===== config.mk =====
export PLATFORM = sky130hd
export DESIGN_NAME = wavefront_deskew
export DESIGN_NICKNAME = d
export VERILOG_FILES = /design/src/rtl/wavefront_deskew.sv
export SDC_FILE = /design/constraint.sdc
export NUM_CORES = 1
export LEC_CHECK = 0
export BUFFER_PORTS_ARGS = -buffer_cell sky130_fd_sc_hd__buf_2
export CAP_MARGIN = 10
export CORE_UTILIZATION = 32
export CTS_CLUSTER_DIAMETER = 120
export DETAILED_ROUTE_END_ITERATION = 8
export GPL_TIMING_DRIVEN = 0
export PLACE_DENSITY = 0.64
export SYNTH_ARGS = -nofsm -noshare
export SYNTH_HDL_FRONTEND = slang
export SYNTH_SLANG_ARGS = --single-unit

===== constraint.sdc =====
create_clock -name clk -period 1.55 [get_ports clk]
set_clock_uncertainty 0.1 [all_clocks]
set_input_delay 0.2325 -clock clk [delete_from_list [all_inputs] [get_ports clk]]
set_output_delay 0.2325 -clock clk [all_outputs]
set_load 0.02 [all_outputs]

===== src/rtl/wavefront_deskew.sv =====
// wavefront_deskew
// Takes the staggered rows leaving a systolic array and lines them up again.
// Channel i arrives i cycles after channel 0. It is delayed by N-1-i cycles, so
// every channel of a row reaches the alignment point in the same cycle. A
// registered output stage then either emits the row, ignores an empty slot, or
// drops a partial row and raises a sticky skew flag.
module wavefront_deskew #(
  parameter int DATA_WIDTH = 8,
  parameter int N          = 1,
  parameter int CNT_WIDTH  = 16
) (
  input  logic                  clk,
  input  logic                  rst,
  input  logic [DATA_WIDTH-1:0] din [0:N-1],
  input  logic [N-1:0]          din_valid,
  input  logic                  err_clr,
  output logic [DATA_WIDTH-1:0] dout [0:N-1],
  output logic                  dout_valid,
  output logic                  skew_err,
  output logic [CNT_WIDTH-1:0]  row_count
);

  localparam logic [CNT_WIDTH-1:0] CNT_ONE = 1;

  // Data and valid of every channel as seen at the alignment point.
  logic [DATA_WIDTH-1:0] al_data [0:N-1];
  logic [N-1:0]          al_valid;

  genvar g;
  generate
    for (g = 0; g < N; g++) begin : g_ch
      localparam int D = N - 1 - g;
      if (D == 0) begin : g_direct
        // The last channel is already aligned and goes straight to the output stage.
        assign al_data[g]  = din[g];
        assign al_valid[g] = din_valid[g];
      end else begin : g_dly
        logic [DATA_WIDTH-1:0] data_q [0:D-1];
        logic [D-1:0]          valid_q;

        // Free-running shift line. Invalid data words shift along with the rest,
        // and reset clears valids so no pre-reset row can come out later.
        always_ff @(posedge clk or posedge rst) begin
          if (rst) begin
            for (int k = 0; k < D; k++) data_q[k] <= '0;
            valid_q <= '0;
          end else begin
            data_q[0]  <= din[g];
            valid_q[0] <= din_valid[g];
            for (int k = 1; k < D; k++) begin
              data_q[k]  <= data_q[k-1];
              valid_q[k] <= valid_q[k-1];
            end
          end
        end

        assign al_data[g]  = data_q[D-1];
        assign al_valid[g] = valid_q[D-1];
      end
    end
  endgenerate

  logic [DATA_WIDTH-1:0] dout_q [0:N-1];
  logic [DATA_WIDTH-1:0] dout_d [0:N-1];
  logic                  dout_valid_q, dout_valid_d;
  logic                  skew_err_q, skew_err_d;
  logic [CNT_WIDTH-1:0]  row_count_q, row_count_d;
  logic                  av_all, av_none;

  // Classify the aligned valid vector: full row, empty slot, or partial row.
  // A partial row outranks err_clr, so a clear never hides a fresh mismatch.
  always_comb begin
    av_all       = &al_valid;
    av_none      = ~|al_valid;
    dout_d       = dout_q;
    dout_valid_d = 1'b0;
    row_count_d  = row_count_q;
    skew_err_d   = skew_err_q;
    if (av_all) begin
      dout_d       = al_data;
      dout_valid_d = 1'b1;
      row_count_d  = row_count_q + CNT_ONE;
    end
    if (!av_all && !av_none) begin
      skew_err_d = 1'b1;
    end else if (err_clr) begin
      skew_err_d = 1'b0;
    end
  end

  // Registered output stage.
  always_ff @(posedge clk or posedge rst) begin
    if (rst) begin
      for (int k = 0; k < N; k++) dout_q[k] <= '0;
      dout_valid_q <= 1'b0;
      skew_err_q   <= 1'b0;
      row_count_q  <= '0;
    end else begin
      dout_q       <= dout_d;
      dout_valid_q <= dout_valid_d;
      skew_err_q   <= skew_err_d;
      row_count_q  <= row_count_d;
    end
  end

  assign dout       = dout_q;
  assign dout_valid = dout_valid_q;
  assign skew_err   = skew_err_q;
  assign row_count  = row_count_q;

endmodule

# Word level (Yosys, flattened, before mapping)
# Cells that the tools add are included.
classes:
  n_addsub: 1
  mux: 1
ops:
  columns: ["cell", "n"]
  rows:
  - ["$add A16 B1 Y16 const B", 1]
  - ["$mux W1", 1]
totals:
  wordCells: 5
  in_bits: 12
  out_inout_bits: 26
  ff_bits: 25

# Depth between registers and ports, before layout
logic_depth:
  word_depth: 1
  ltp_mapped: 4
  ltp_nobuf: 4

# Worst setup path before layout
# Ideal clock, no wire load.
synth_path:
  path_type: "register to register"
  from: "register row_count_q[0] (netlist: row_count[0])"
  to: "register row_count_q[14] (netlist: row_count[14])"
  slack_ns: 0.020
  n_path_buf: 0
  t_arrival_ns: 1.351
  period_less_slack_ns: 1.530
  stages_incl_launch_ff: 5
  required_ns: 1.370
  setup_time_ns: 0.080
  cell_sequence: "dfrtp_1 -> ha_1 -> nand3_2 -> nor4_2 -> xor2_1"
synth_via:
  elab_chain_cells: 1
synth_rtl:
  columns: ["item", "line_no", "source"]
  rows:
  - ["start: declaration", "67", "logic [CNT_WIDTH-1:0] row_count_q, row_count_d;"]
  - ["start signal: assignment", "102", "row_count_q <= row_count_d;"]
  - ["$add A16 B1 Y16", "82", "row_count_d = row_count_q + CNT_ONE;"]
# No other way between the ends.
# A chain may end at the register's enable or synchronous reset.

==> results.md <==
- Antenna diodes: 0
- Final setup margin: 0.0618 ns
- Dpl ws: -0.0226 ns
- Max cap viols: 0
- Peak VDD IR: 0.932 mV
- GRT Total Usage: 0.124
- Starting Density: 0.346
- Reg power frac: 0.531
- Leakage: between 0.6 and 0.7 nW
- Iter 0 DRT Violations: 13
- Critical Path Source Type: input pin
- Clock root cell: clkbuf_4
- Count of different cell masters after synthesis: 17
- Post-Synthesis Cells: 80
- Port Buf Inserts: 35
- Fin. max-slew vios: 0
- Critical path's largest stage delay: 0.52 ns
- DRC Markers: 0
- DRT Wirelength: between 1.5 and 2 mm
- Reg2Reg Launch Point: row_count[3]
- Post-synthesis sequential area ratio: 0.579
- Core Region: between 3000 and 4000 um^2
- Worst endpoint required time: between 1.5 and 2 ns
- Clock buffer depth: 2
- CTS tree: done
- Period Utilization, post-route: 0.960
- First-pass GRT wire length: 3.32 mm
- Post-layout min period: between 1 and 1.5 ns
- Clock Pin Slew Worst Setup and Hold Paths: roughly 0.13 ns
- Die area: 3610 um^2
- Fmax achieved: 672 MHz
- Fraction of layout cells with a size suffix above 1: 0.492
- Row count: 20
- Clock sink total: 25
- Gate power share: 0.311
- Clk_lat worst skew: just over 0.3 ns
- Vias per cell: roughly 4.5
- Largest net degree at the start of global routing: 26
- CP Capture Type: register
- Detail Route Antenna Nets: 0
- Core Util, Final: 0.448
- Worst EP arrival: approximately 1.6 ns
- Cell Pwr Density: 1270 nW/um^2
- Final nets: between 100 and 150
- Initial antenna violation count: 0
- TritonRoute pass-1 iters: 2
- Critical-path cell list: dlygate4sd3_1, buf_2, nand4_4, nor4_2, xor2_1
- Int Pwr: between 1 and 1.5 mW
- Wire per inst: approximately 12 um
- Fill count: just over 300
- GRT overflow: 0
- R2r setup slk: approximately 0.12 ns
- Area delta synth->final: 29.6%
- Clk network pwr share: 0.158
- Sw Share: 0.376
- RSZ-0062 raised after global routing: yes
- Post-DP HPWL: ~1.5 mm
- Slew @ Worst Pin: between 0.9 and 1 ns
- FF-to-FF path depth: 3
- Netlist Area Pre-Place: about 1100 um^2
- Reg-to-reg endpoint: row_count[15]
- Htree depth: 1
- Endpoints failing setup: 0
- Die Wd: ~60 um
- Die H: about 60 um
- Num ports: 38
- Vias in the first global route: 760
- Critical Path Fanout Max: 7
- Syn_nets: just over 90
- Yosys reg bits: 25
- Status: complete, no violations
- Num CTS Buffers: 3
- Max-slew headroom: 0.375
- Ys Warns: 0
- Routability congestion estimate: between 0.7 and 0.8
- CP Class: in -> reg
- Sw power: between 600 and 700 uW
- Vias: around 740
- Critical-path top delay cell: dlygate4sd3_1
- Final Hold Vio Count: 0
- Hold crit path type: in -> async
- Inst Count DP: 159
- Finished Layout Cells: approximately 170
- Syn_area_per_cell: roughly 14 um^2
==> power by group through the flow <==
stage	clock network, mW	logic (mW)	registers (mW)
after global placement	0	0.483	0.945
after global routing	0.318	0.613	0.962
after detailed placement	0	0.492	0.952
final	0.280	0.551	0.942
after CTS	0.299	0.532	0.928
after floorplan	0	0.191	1.07
==> worst max path at each step <==
stage | start | endpoint | slack [ns] | cells past startpoint
after floorplan | row_count[0] | row_count[14] | 0.02 | 4
after global placement | row_count[0] | row_count[14] | 0.05 | 4
after detailed placement | row_count[0] | row_count[14] | -0.02 | 4
after CTS | row_count[0] | row_count[14] | 0.01 | 4
after global routing | din_valid | row_count[15] | -0.02 | 5
final | din_valid | row_count[15] | 0.06 | 5
==> worst max-delay path: cells and delay by family <==
family	cells	cell delay [ns]
XOR/XNOR	1	0.17
AND/OR/NAND/NOR	2	0.52
buffers and inverters	2	0.71
==> cell usage after synthesis <==
library cell / instances / area (um^2)
nand4_1: 3 / 18.8
buf_2: 1 / 5.00
conb_1: 1 / 3.75
mux2_2: 9 / 101
xor2_1: 10 / 87.6
nor2_1: 3 / 11.3
inv_1: 3 / 11.3
dfrtp_1: 25 / 626
buf_4: 1 / 7.51
nor4_2: 4 / 50.1
nand2_1: 4 / 15.0
ha_1: 1 / 12.5
xnor2_1: 5 / 43.8
nor3_1: 4 / 20.0
nand3_2: 1 / 10.0
nand4_4: 2 / 42.5
nand3_1: 3 / 15.0
==> cell families (layout without fill, tap and decap cells) <==
family        Yosys count  in the layout  synth area share
other cells             1              1           0.00347
mux                     9              9            0.0938
fa+ha+maj               1              1            0.0116
buf+inv                 5             47            0.0220
flops                  25             25             0.579
xor+xnor               15             15             0.122
simple gates           24             24             0.169
==> timing repair <==
| item | in CTS | in global routing |
|---|---|---|
| resized for setup | 2 | 4 |
| setup endpoints to repair | 2 | 4 |
| gates cloned | 0 | 0 |
| hold buffers | 1 | 0 |
| hold endpoints to repair | 1 | 0 |
| buffers inserted | 1 | 1 |
| pin swaps | 0 | 2 |
==> per-stage QoR <==
step | hold slack [ns] | power (mW) | cell area [um^2] | setup TNS (ns)
floorplan | 0.160 | 1.26 | 1080 | 0
global placement | 0.348 | 1.43 | 1310 | 0
detailed placement | 0.351 | 1.44 | 1310 | -0.0226
CTS | 0.0348 | 1.76 | 1370 | 0
global route | 0.0307 | 1.89 | 1400 | -0.0293
finish | 0.00892 | 1.77 | 1400 | 0
==> registers in the layout, summed over array words and instances (netlist names) <==
| register | flops |
|---|---|
| dout_valid | 1 |
| row_count | 16 |
| dout | 8 |
==> cell type report <==
cell class,instances,area (um^2),area share
timing repair buffer,38,200,0.143
clock buffer,4,26.3,0.0188
multi-input combinational,50,469,0.335
buffer,2,12.5,0.00893
sequential,25,627,0.447
tap,44,55.1,0.0393
inverter,3,11.3,0.00804
==> layout by cell type (no fill, tap or decap), drive strengths merged <==
cell type    count
inv              3
nor3             4
nor4             4
clkbuf           4
buf             39
conb             1
ha               1
mux2             9
nand3            4
xnor2            5
nor2             3
xor2            10
nand4            5
dfrtp           25
nand2            4
dlygate4sd3      1
==> per-layer routing <==
| metal | routed length [um] | vias up | share of wire | GRT usage |
|---|---|---|---|---|
| li1 | - | 356 | - | - |
| met1 | 906 | 358 | 0.46 | 0.152 |
| met2 | 940 | 29 | 0.47 | 0.215 |
| met3 | 134 | 0 | 0.068 | 0.0519 |
| met4 | 0 | 0 | 0 | 0 |
| met5 | 0 | - | 0 | 0 |
No activity file was read; power rests on OpenSTA's default activity.
